<file path="src/rtl/unity_ecc_pkg.sv">
// Shared GF(2^8) definitions for the unity ECC family: field width, primitive
// polynomial 0x11D (alpha = 0x02), alpha^i for symbol positions 0..9, the
// parity-solve inverse constant, and codeword/data geometry.
package unity_ecc_pkg;

  localparam int unsigned GF_W      = 8;
  localparam logic [GF_W:0] GF_POLY = 9'h11D;
  localparam int unsigned SYM_CNT   = 10;
  localparam int unsigned DATA_SYMS = 8;
  localparam int unsigned DATA_W    = 64;
  localparam int unsigned CW_W      = 80;

  typedef logic [GF_W-1:0] gf_t;

  // Shift-and-add GF multiply; with one operand constant it folds to XORs.
  function automatic gf_t gf_mul(input gf_t a, input gf_t b);
    gf_t acc;
    gf_t sh;
    acc = '0;
    sh  = a;
    for (int unsigned k = 0; k < GF_W; k++) begin
      if (b[k]) acc ^= sh;
      sh = {sh[GF_W-2:0], 1'b0} ^ (sh[GF_W-1] ? GF_POLY[GF_W-1:0] : '0);
    end
    return acc;
  endfunction

  // Inverse as a^254 = a^2 * a^4 * ... * a^128.
  function automatic gf_t gf_inv(input gf_t a);
    gf_t sq;
    gf_t acc;
    sq  = a;
    acc = 8'h01;
    for (int unsigned k = 1; k < GF_W; k++) begin
      sq  = gf_mul(sq, sq);
      acc = gf_mul(acc, sq);
    end
    return acc;
  endfunction

  // alpha^i, i = 0..9
  localparam gf_t ALPHA_POW [SYM_CNT] = '{8'h01, 8'h02, 8'h04, 8'h08, 8'h10,
                                          8'h20, 8'h40, 8'h80, 8'h1D, 8'h3A};

  // inv(alpha^8 ^ alpha^9), used to solve for parity symbol c9
  localparam gf_t PAR_INV = gf_inv(ALPHA_POW[8] ^ ALPHA_POW[9]);

endpackage

</file>
<file path="src/rtl/unity_gf_cmul.sv">
// Combinational GF(2^8) multiply by a fixed constant.
module unity_gf_cmul
  import unity_ecc_pkg::*;
#(
  parameter gf_t CONST = 8'h01
) (
  input  logic [GF_W-1:0] a,
  output logic [GF_W-1:0] y
);

  // Constant operand reduces the multiply to a fixed XOR network
  always_comb y = gf_mul(a, CONST);

endmodule

</file>
<file path="src/rtl/unity_encoder.sv">
// Two-stage systematic encoder: 64-bit payload plus two GF(2^8) parity
// symbols (c8, c9) chosen so both decoder syndromes S0 and S1 are zero.
// Optional feature macro: UNITY_ENC_ERR_INJ_EN adds err_mask/err_inj for
// XOR-ing a test pattern into the next accepted word's codeword.
module unity_encoder
  import unity_ecc_pkg::*;
(
  input  logic              clk,
  input  logic              rst,
  input  logic [DATA_W-1:0] data_in,
  input  logic              in_valid,
  output logic              in_ready,
  output logic [CW_W-1:0]   codeword_out,
  output logic              out_valid,
  input  logic              out_ready,
  output logic [31:0]       enc_count
`ifdef UNITY_ENC_ERR_INJ_EN
  ,
  input  logic [CW_W-1:0]   err_mask,
  input  logic              err_inj
`endif
);

  gf_t d_sym  [DATA_SYMS];
  gf_t d_prod [DATA_SYMS];
  gf_t a_in, b_in;

  logic              s1_valid;
  logic [DATA_W-1:0] s1_data;
  gf_t               s1_a, s1_b;
`ifdef UNITY_ENC_ERR_INJ_EN
  logic [CW_W-1:0]   s1_mask;
`endif

  logic            s1_advance;
  logic            accept;
  gf_t             a8_term, c9_num, c8, c9;
  logic [CW_W-1:0] cw_next;

  assign s1_advance = !out_valid || out_ready;
  assign in_ready   = !s1_valid || s1_advance;
  assign accept     = in_valid && in_ready;

  for (genvar i = 0; i < DATA_SYMS; i++) begin : g_wsum
    assign d_sym[i] = data_in[GF_W*i +: GF_W];
    unity_gf_cmul #(.CONST(ALPHA_POW[i])) u_mul (.a(d_sym[i]), .y(d_prod[i]));
  end

  // Plain and alpha-weighted symbol sums of the incoming payload
  always_comb begin
    a_in = '0;
    b_in = '0;
    for (int unsigned k = 0; k < DATA_SYMS; k++) begin
      a_in ^= d_sym[k];
      b_in ^= d_prod[k];
    end
  end

  // Stage 1: capture payload and partial sums when a word is accepted
  always_ff @(posedge clk or posedge rst) begin
    if (rst) begin
      s1_valid <= 1'b0;
      s1_data  <= '0;
      s1_a     <= '0;
      s1_b     <= '0;
`ifdef UNITY_ENC_ERR_INJ_EN
      s1_mask  <= '0;
`endif
    end else if (in_ready) begin
      s1_valid <= in_valid;
      if (accept) begin
        s1_data <= data_in;
        s1_a    <= a_in;
        s1_b    <= b_in;
`ifdef UNITY_ENC_ERR_INJ_EN
        s1_mask <= err_inj ? err_mask : '0;
`endif
      end
    end
  end

  // c9 = (B ^ alpha^8*A) * inv(alpha^8 ^ alpha^9); c8 = A ^ c9
  unity_gf_cmul #(.CONST(ALPHA_POW[8])) u_a8  (.a(s1_a),   .y(a8_term));
  assign c9_num = s1_b ^ a8_term;
  unity_gf_cmul #(.CONST(PAR_INV))      u_inv (.a(c9_num), .y(c9));
  assign c8 = s1_a ^ c9;

  // Assemble the stage-2 codeword, applying any latched injection mask
  always_comb begin
    cw_next = {c9, c8, s1_data};
`ifdef UNITY_ENC_ERR_INJ_EN
    cw_next ^= s1_mask;
`endif
  end

  // Stage 2: output register, held while the sink stalls
  always_ff @(posedge clk or posedge rst) begin
    if (rst) begin
      out_valid    <= 1'b0;
      codeword_out <= '0;
    end else if (s1_advance) begin
      out_valid <= s1_valid;
      if (s1_valid) codeword_out <= cw_next;
    end
  end

  // Saturating count of delivered codewords
  always_ff @(posedge clk or posedge rst) begin
    if (rst) begin
      enc_count <= '0;
    end else if (out_valid && out_ready && (enc_count != '1)) begin
      enc_count <= enc_count + 32'd1;
    end
  end

endmodule

</file>
<file path="config.mk">
export PLATFORM = sky130hd
export DESIGN_NAME = unity_encoder
export DESIGN_NICKNAME = d
export VERILOG_FILES = /design/src/rtl/unity_ecc_pkg.sv /design/src/rtl/unity_gf_cmul.sv /design/src/rtl/unity_encoder.sv
export SDC_FILE = /design/constraint.sdc
export NUM_CORES = 1
export LEC_CHECK = 0
export ABC_AREA = 1
export BUFFER_PORTS_ARGS = -buffer_cell sky130_fd_sc_hd__clkbuf_2
export CAP_MARGIN = 0
export CORE_UTILIZATION = 50
export CTS_CLUSTER_SIZE = 25
export DETAILED_ROUTE_END_ITERATION = 10
export PLACE_DENSITY = 0.71
export SYNTH_ARGS = -nofsm -noshare
export SYNTH_HDL_FRONTEND = slang
export SYNTH_HIERARCHICAL = 1
export SYNTH_SLANG_ARGS = --single-unit
</file>
<file path="constraint.sdc">
create_clock -name clk -period 9.51 [get_ports clk]
set_clock_uncertainty 0.15 [all_clocks]
set_input_delay 0.951 -clock clk [delete_from_list [all_inputs] [get_ports clk]]
set_output_delay 0.951 -clock clk [all_outputs]
set_load 0.1 [all_outputs]
</file>
======== After elaboration in Yosys (flattened, before gate mapping) ========
Index checks and enable logic that the tools add are counted.
word-level totals
  output and inout port bits .............. 114
  word-level logic and storage cells ...... 117
  bits of input ports ..................... 68
  register bits ........................... 194
operators by class
  bitwise gates (word level) .............. 60
  $add $sub $neg .......................... 1
  reductions and logical operators ........ 9
  mux-type cells .......................... 39
  eq/ne operators ......................... 1
operators by type and width
  operator                                       number
  bitwise XOR 8 bit                              60
  2-to-1 mux 5 bit                               39
  adder 32 x 1 -> 32 bit, second input constant  1
  inequality test 32 bit, second input constant  1
  AND reduction 2 bit                            2
  logical AND 1 bit                              3
  logical NOT 1 bit                              2
  logical OR 1 bit                               2

======== Logic depth before layout (Yosys ltp) ========
  depth in word-level cells ............... 26
  depth in mapped cells ................... 22
  gate-level depth less buffers ........... 20

======== Modules after synthesis ========
The synthesis kept the hierarchy.
by module, submodules not included
  module                           cells an instance  sequential area each (um^2)  times used  area an instance (um^2)
  unity_encoder                    1,384              4,854.7                      1           9,872.0
  unity_gf_cmul (u_a8)             81                 0.0                          1           396.6
  unity_gf_cmul (g_wsum[7].u_mul)  59                 0.0                          1           307.8
  unity_gf_cmul (u_inv)            46                 0.0                          1           277.8
  unity_gf_cmul (g_wsum[5].u_mul)  61                 0.0                          1           262.8
  unity_gf_cmul (g_wsum[6].u_mul)  51                 0.0                          1           259.0
  unity_gf_cmul (g_wsum[4].u_mul)  50                 0.0                          1           231.5
  unity_gf_cmul (g_wsum[3].u_mul)  35                 0.0                          1           155.1
  unity_gf_cmul (g_wsum[2].u_mul)  24                 0.0                          1           120.1
  unity_gf_cmul (g_wsum[1].u_mul)  18                 0.0                          1           86.3
  unity_gf_cmul (g_wsum[0].u_mul)  8                  0.0                          1           60.1

======== Worst setup path after synthesis ========
OpenSTA, ideal clock, no wires.
  kind .................................... reg-to-reg
  start ................................... reg out_valid
  end ..................................... reg s1_valid
  cell stages (with the launch flop) ...... 6
  data arrival time ....................... 2.992 ns
  clock period less this slack ............ 3.304 ns
  slack ................................... 6.206 ns
  buffers on the path ..................... 2
  library setup time ...................... 0.162 ns
  required time ........................... 9.198 ns
  cells stage by stage .................... dfrtp_1 -> nand3_1 -> nand2_1 -> clkbuf_1 -> clkbuf_1 -> nand2_1
on the way
  word-level cells in the longest chain between the ends .. 3
RTL lines
  item                    RTL line              text
  from (decl)             unity_encoder.sv:14   output logic out_valid,
  from (signal assigned)  unity_encoder.sv:102  out_valid <= s1_valid;
  logical NOT 1 bit       unity_encoder.sv:40   assign s1_advance = !out_valid || out_ready;
  logical OR 1 bit        unity_encoder.sv:40
  logical OR 1 bit        unity_encoder.sv:41   assign in_ready = !s1_valid || s1_advance;
  net in_ready            unity_encoder.sv:12   output logic in_ready,
  to (signal assigned)    unity_encoder.sv:70   s1_valid <= in_valid;
  to (decl)               unity_encoder.sv:28   logic s1_valid;
The timed path passes the listed nets, and every way through them passes these cells.
A chain may end at the register's enable or synchronous reset.

======== Final worst setup path ========
  start ................................... reg s1_a[6]
  end ..................................... reg codeword_out[67]
on the way
  word-level cells in the longest chain between the ends .. 18
  elaborated cells on any way between the ends .. 24
  those cells by class .................... mux: 6; bitwise: 18
RTL lines
  item                                                          RTL line              text
  from (decl)                                                   unity_encoder.sv:30   gf_t s1_a, s1_b;
  from (signal assigned)                                        unity_encoder.sv:73   s1_a <= a_in;
  bitwise XOR 8 bit                                             unity_ecc_pkg.sv:23   sh = {sh[GF_W-2:0], 1'b0} ^ (sh[GF_W-1] ? GF_POLY[GF_W-1:0] : '0);
  2-to-1 mux 5 bit                                              unity_ecc_pkg.sv:23
  bitwise XOR 8 bit (3 in a row)                                unity_ecc_pkg.sv:23
  bitwise XOR 8 bit *                                           unity_ecc_pkg.sv:22   if (b[k]) acc ^= sh;
  net a8_term[6]                                                unity_encoder.sv:37   gf_t a8_term, c9_num, c8, c9;
  bitwise XOR 8 bit *                                           unity_encoder.sv:84   assign c9_num = s1_b ^ a8_term;
  net c9_num[6]                                                 unity_encoder.sv:37
  bitwise XOR 8 bit *                                           unity_ecc_pkg.sv:23
  2-to-1 mux 5 bit *                                            unity_ecc_pkg.sv:23
  bitwise XOR 8 bit * (2 in a row)                              unity_ecc_pkg.sv:23
  bitwise XOR 8 bit (2 in a row)                                unity_ecc_pkg.sv:23
  2-to-1 mux 5 bit / bitwise XOR 8 bit (equally long branches)  unity_ecc_pkg.sv:23
  bitwise XOR 8 bit / 2-to-1 mux 5 bit (equally long branches)  unity_ecc_pkg.sv:23
  bitwise XOR 8 bit                                             unity_ecc_pkg.sv:23
  bitwise XOR 8 bit *                                           unity_ecc_pkg.sv:22
  net c9[3]                                                     unity_encoder.sv:37
  bitwise XOR 8 bit *                                           unity_encoder.sv:86   assign c8 = s1_a ^ c9;
  to (signal assigned)                                          unity_encoder.sv:103  if (s1_valid) codeword_out <= cw_next;
  to (decl)                                                     unity_encoder.sv:13   output logic [CW_W-1:0] codeword_out,
The timed path passes the listed nets; every way through them passes the cells marked *.

==> impl_results.md <==
* Status: finished, final reports clean
* Kind of critical path: reg2reg
* Nets at 2020
* Final setup viols at 0
* Cell Chain, Critical Path: inv_1 -> nand2_1 -> nand2_1 -> nand2_1 -> nand2_1 -> inv_1 -> nand2_1 -> nand2_1 -> xor2_1 -> nand2_2 -> nand2_2 -> nand2_2 -> nand2_2 -> nand3_1 -> nand2_1 -> inv_1 -> xnor2_1 -> o21ai_0
* Die W at 157 um
* Sequential Power Share at 0.275
* Maximum VDD drop at 0.000228 V
* Unrepaired setup endpoints after global routing: false
* Mapped Cells at 1817
* DR iter-0 viols at 757
* Post-CTS setup buffer count at 0
* DR pass1 iterations at 6
* Starting Density at 0.511
* Most used cell, CP: nand2_1
* Hold WS at 0.325 ns
* Vias per std cell at 4.92
* Sequential element share of the synthesized area at 0.404
* Synth top area share at 0.404
* CTS buffer count at 17
* Crit Path Max Fanout at 8
* Syn Nets at 1886
* Initial antenna violation count at 1
* Worst Reg-to-Reg Cells at 18
* Max-cap viol count at 0
* Vias in the first global route at 10300
* GR Util All Layers at 0.271
* Synthesized cell area at 12000 um2
* CP Capture Type: flip-flop
* Yosys cell types at 29
* Family with the most delay on the worst path: simple AND/OR/NAND/NOR gates
* Overflow after GRT at 0
* Worst Setup SP: s1_a[6]$_DFFE_PP0P_
* Clock Sinks at 194
* Vias post-DR at 11200
* Core Rows at 56
* CTS resizes at 0
* Total Neg Setup Slack at 0 ns
* Slew @ Worst Pin at 1.02 ns
* Critical Path AT at 3.16 ns
* Largest cells by area after synthesis: dfrtp_1, nand2_1, inv_1, nand3_1, xor2_1
* Switching part of the total at 0.526
* Area leader, netlist: dfrtp_1
* Gate power share at 0.540
* First-pass GRT wire length at 51.7 mm
* Hold_buf cts at 0
* Crit-path slowest cell: xor2_1
* Gpl congestion at 0.923
* Root Buffer Master: clkbuf_16
* DPL Wire Length at 24.4 mm
* Async SR Flop Fraction at 1.00
* Largest net degree at the start of global routing at 115
* Synthesis Warnings at 6
* Tmin final at 3.02 ns
* Drt total wl at 32.0 mm
* Final slew viol count at 0
* Most common cell in the netlist: nand2_1
* Cells on Worst Hold Path at 2
* Fmax at 331 MHz
* Share of cells above drive strength 1 at 0.139
* Seq cells post-synth at 194
* Internal at 1.99 mW
* Post-synth top flop: dfrtp_1
* Drt drc at 0
* R2R setup slack at 6.49 ns
* Final Hold Vio Count at 0
* Worst hold path class: reg2reg
* Top Ports at 182
* Number of synthesized flops with an enable pin at 0
* HP Start: s1_data[45]$_DFFE_PP0P_
* DR WL/cell at 14.0 um
* Critical path required time at 9.64 ns
* Clk pwr share at 0.185
* Clock slew at the register clock pins of the worst setup and hold paths at 0.07 ns
* Syn Area/Cell at 6.62 um2
* CP peak stage delay at 0.72 ns
* Layout area overhead at 13.0%
* Detail Route Antenna Nets at 0
* Clk Latency, worst-skew pair at 0.43 ns
* CTS tree: yes
* Placeable Area at 23500 um2
* Synth top cells by count: nand2_1, dfrtp_1, inv_1, nand3_1, nor2_1
* Period Utilization, post-route at 0.318
* Worst path bufs/invs at 3
* Sw Pwr at 2.21 mW
* CP Launch Type: flip-flop
* Reg-to-reg startpoint: s1_a[6]$_DFFE_PP0P_
* Rel. slew slack at 0.321
* Leak Pwr at 8.07 nW
* IO buf count at 181
* CTS H-tree lvls at 4
* Power density cells at 309 nW/um2
* Reg2reg end: codeword_out[67]$_DFFE_PP0P_
* Full die area at 24700 um2
* Die H at 157 um
* WHS Endpoint: codeword_out[45]$_DFFE_PP0P_
* Clock Path Buffers at 2
[cell families after synthesis]
group / synth area share
and+or+nand+nor: 0.399
buffers and inverters: 0.0999
DFF: 0.404
xor gates and xnor gates: 0.0716
AOI/OAI and AO/OA: 0.0245
adders and majority gates: 0.00104
[tightest hold or removal path, stage by stage (launching register included)]
cell and delay [ns]:
dfrtp_1 0.34, nand2_1 0.05, nand2_1 0.05
[layout make-up]
cell class / instances / area (um2)
Antenna cell: 1 / 2.50
Clock buffer: 20 / 447
Clock inverter: 11 / 175
Fill cell: 2360 / 9950
Inverter: 208 / 796
Multi-Input combinational cell: 1345 / 5980
Sequential cell: 194 / 4850
Tap cell: 319 / 399
Timing Repair Buffer: 185 / 936
[metal layers]
metal / routed length [um] / global-route usage / up-vias / share of wire
met5: 0 / 0 / - / 0
met4: 913 / 0.0966 / 0 / 0.029
met3: 1530 / 0.0350 / 41 / 0.048
met1: 15100 / 0.377 / 5171 / 0.47
met2: 14400 / 0.432 / 301 / 0.45
li1: - / - / 5714 / -
[registers in the layout, indices dropped and copies added, names as in the netlist]
signal and count:
s1_valid 1, s1_data 64, s1_a 8, out_valid 1, s1_b 8, codeword_out 80
enc_count 32
[stage by stage]
step | worst slack (ns) | instance area (um2) | utilization | total power [mW] | instances
3_5_place_dp | 6.49 | 13000 | 0.551 | 3.44 | 2251
2_1_floorplan | 3.13 | 12000 | - | 3.05 | 1817
6_report | 6.49 | 13600 | 0.577 | 4.20 | 2283
4_1_cts | 6.48 | 13600 | 0.577 | 4.22 | 2282
5_1_grt | 6.16 | 13600 | 0.577 | 4.45 | 2283
3_3_place_gp | 6.48 | 13000 | 0.551 | 3.40 | 2251
[layout by cell type (no fill, tap or decap), drive strengths merged]
master,instances
nand2,993
inv,210
clkbuf,201
dfrtp,194
nand3,112
nor2,61
o21ai,59
xor2,51
xnor2,43
nand3b,23
bufinv,4
buf,4
clkinv,4
diode,1
nand4,1
ha,1
clkinvlp,1
or2,1
[power by group through the flow]
stage               Sequential, mW  Clock, mW  Combinational, mW
finish                        1.15      0.776               2.27
global route                  1.18      0.820               2.45
CTS                           1.15      0.790               2.28
detailed placement            1.17          0               2.27
global placement              1.17          0               2.23
floorplan                     2.04          0               1.01
[worst max-delay path by stage]
stage | endpoint | slack, ns | cells after the start
2_1_floorplan | codeword_out[0]$_DFFE_PP0P_ | 3.13 | 1
3_3_place_gp | s1_a[3]$_DFFE_PP0P_ | 6.48 | 7
3_5_place_dp | codeword_out[67]$_DFFE_PP0P_ | 6.49 | 18
4_1_cts | codeword_out[67]$_DFFE_PP0P_ | 6.48 | 18
5_1_grt | codeword_out[67]$_DFFE_PP0P_ | 6.16 | 18
6_report | codeword_out[67]$_DFFE_PP0P_ | 6.49 | 18
No activity file was read; power rests on OpenSTA's default activity.
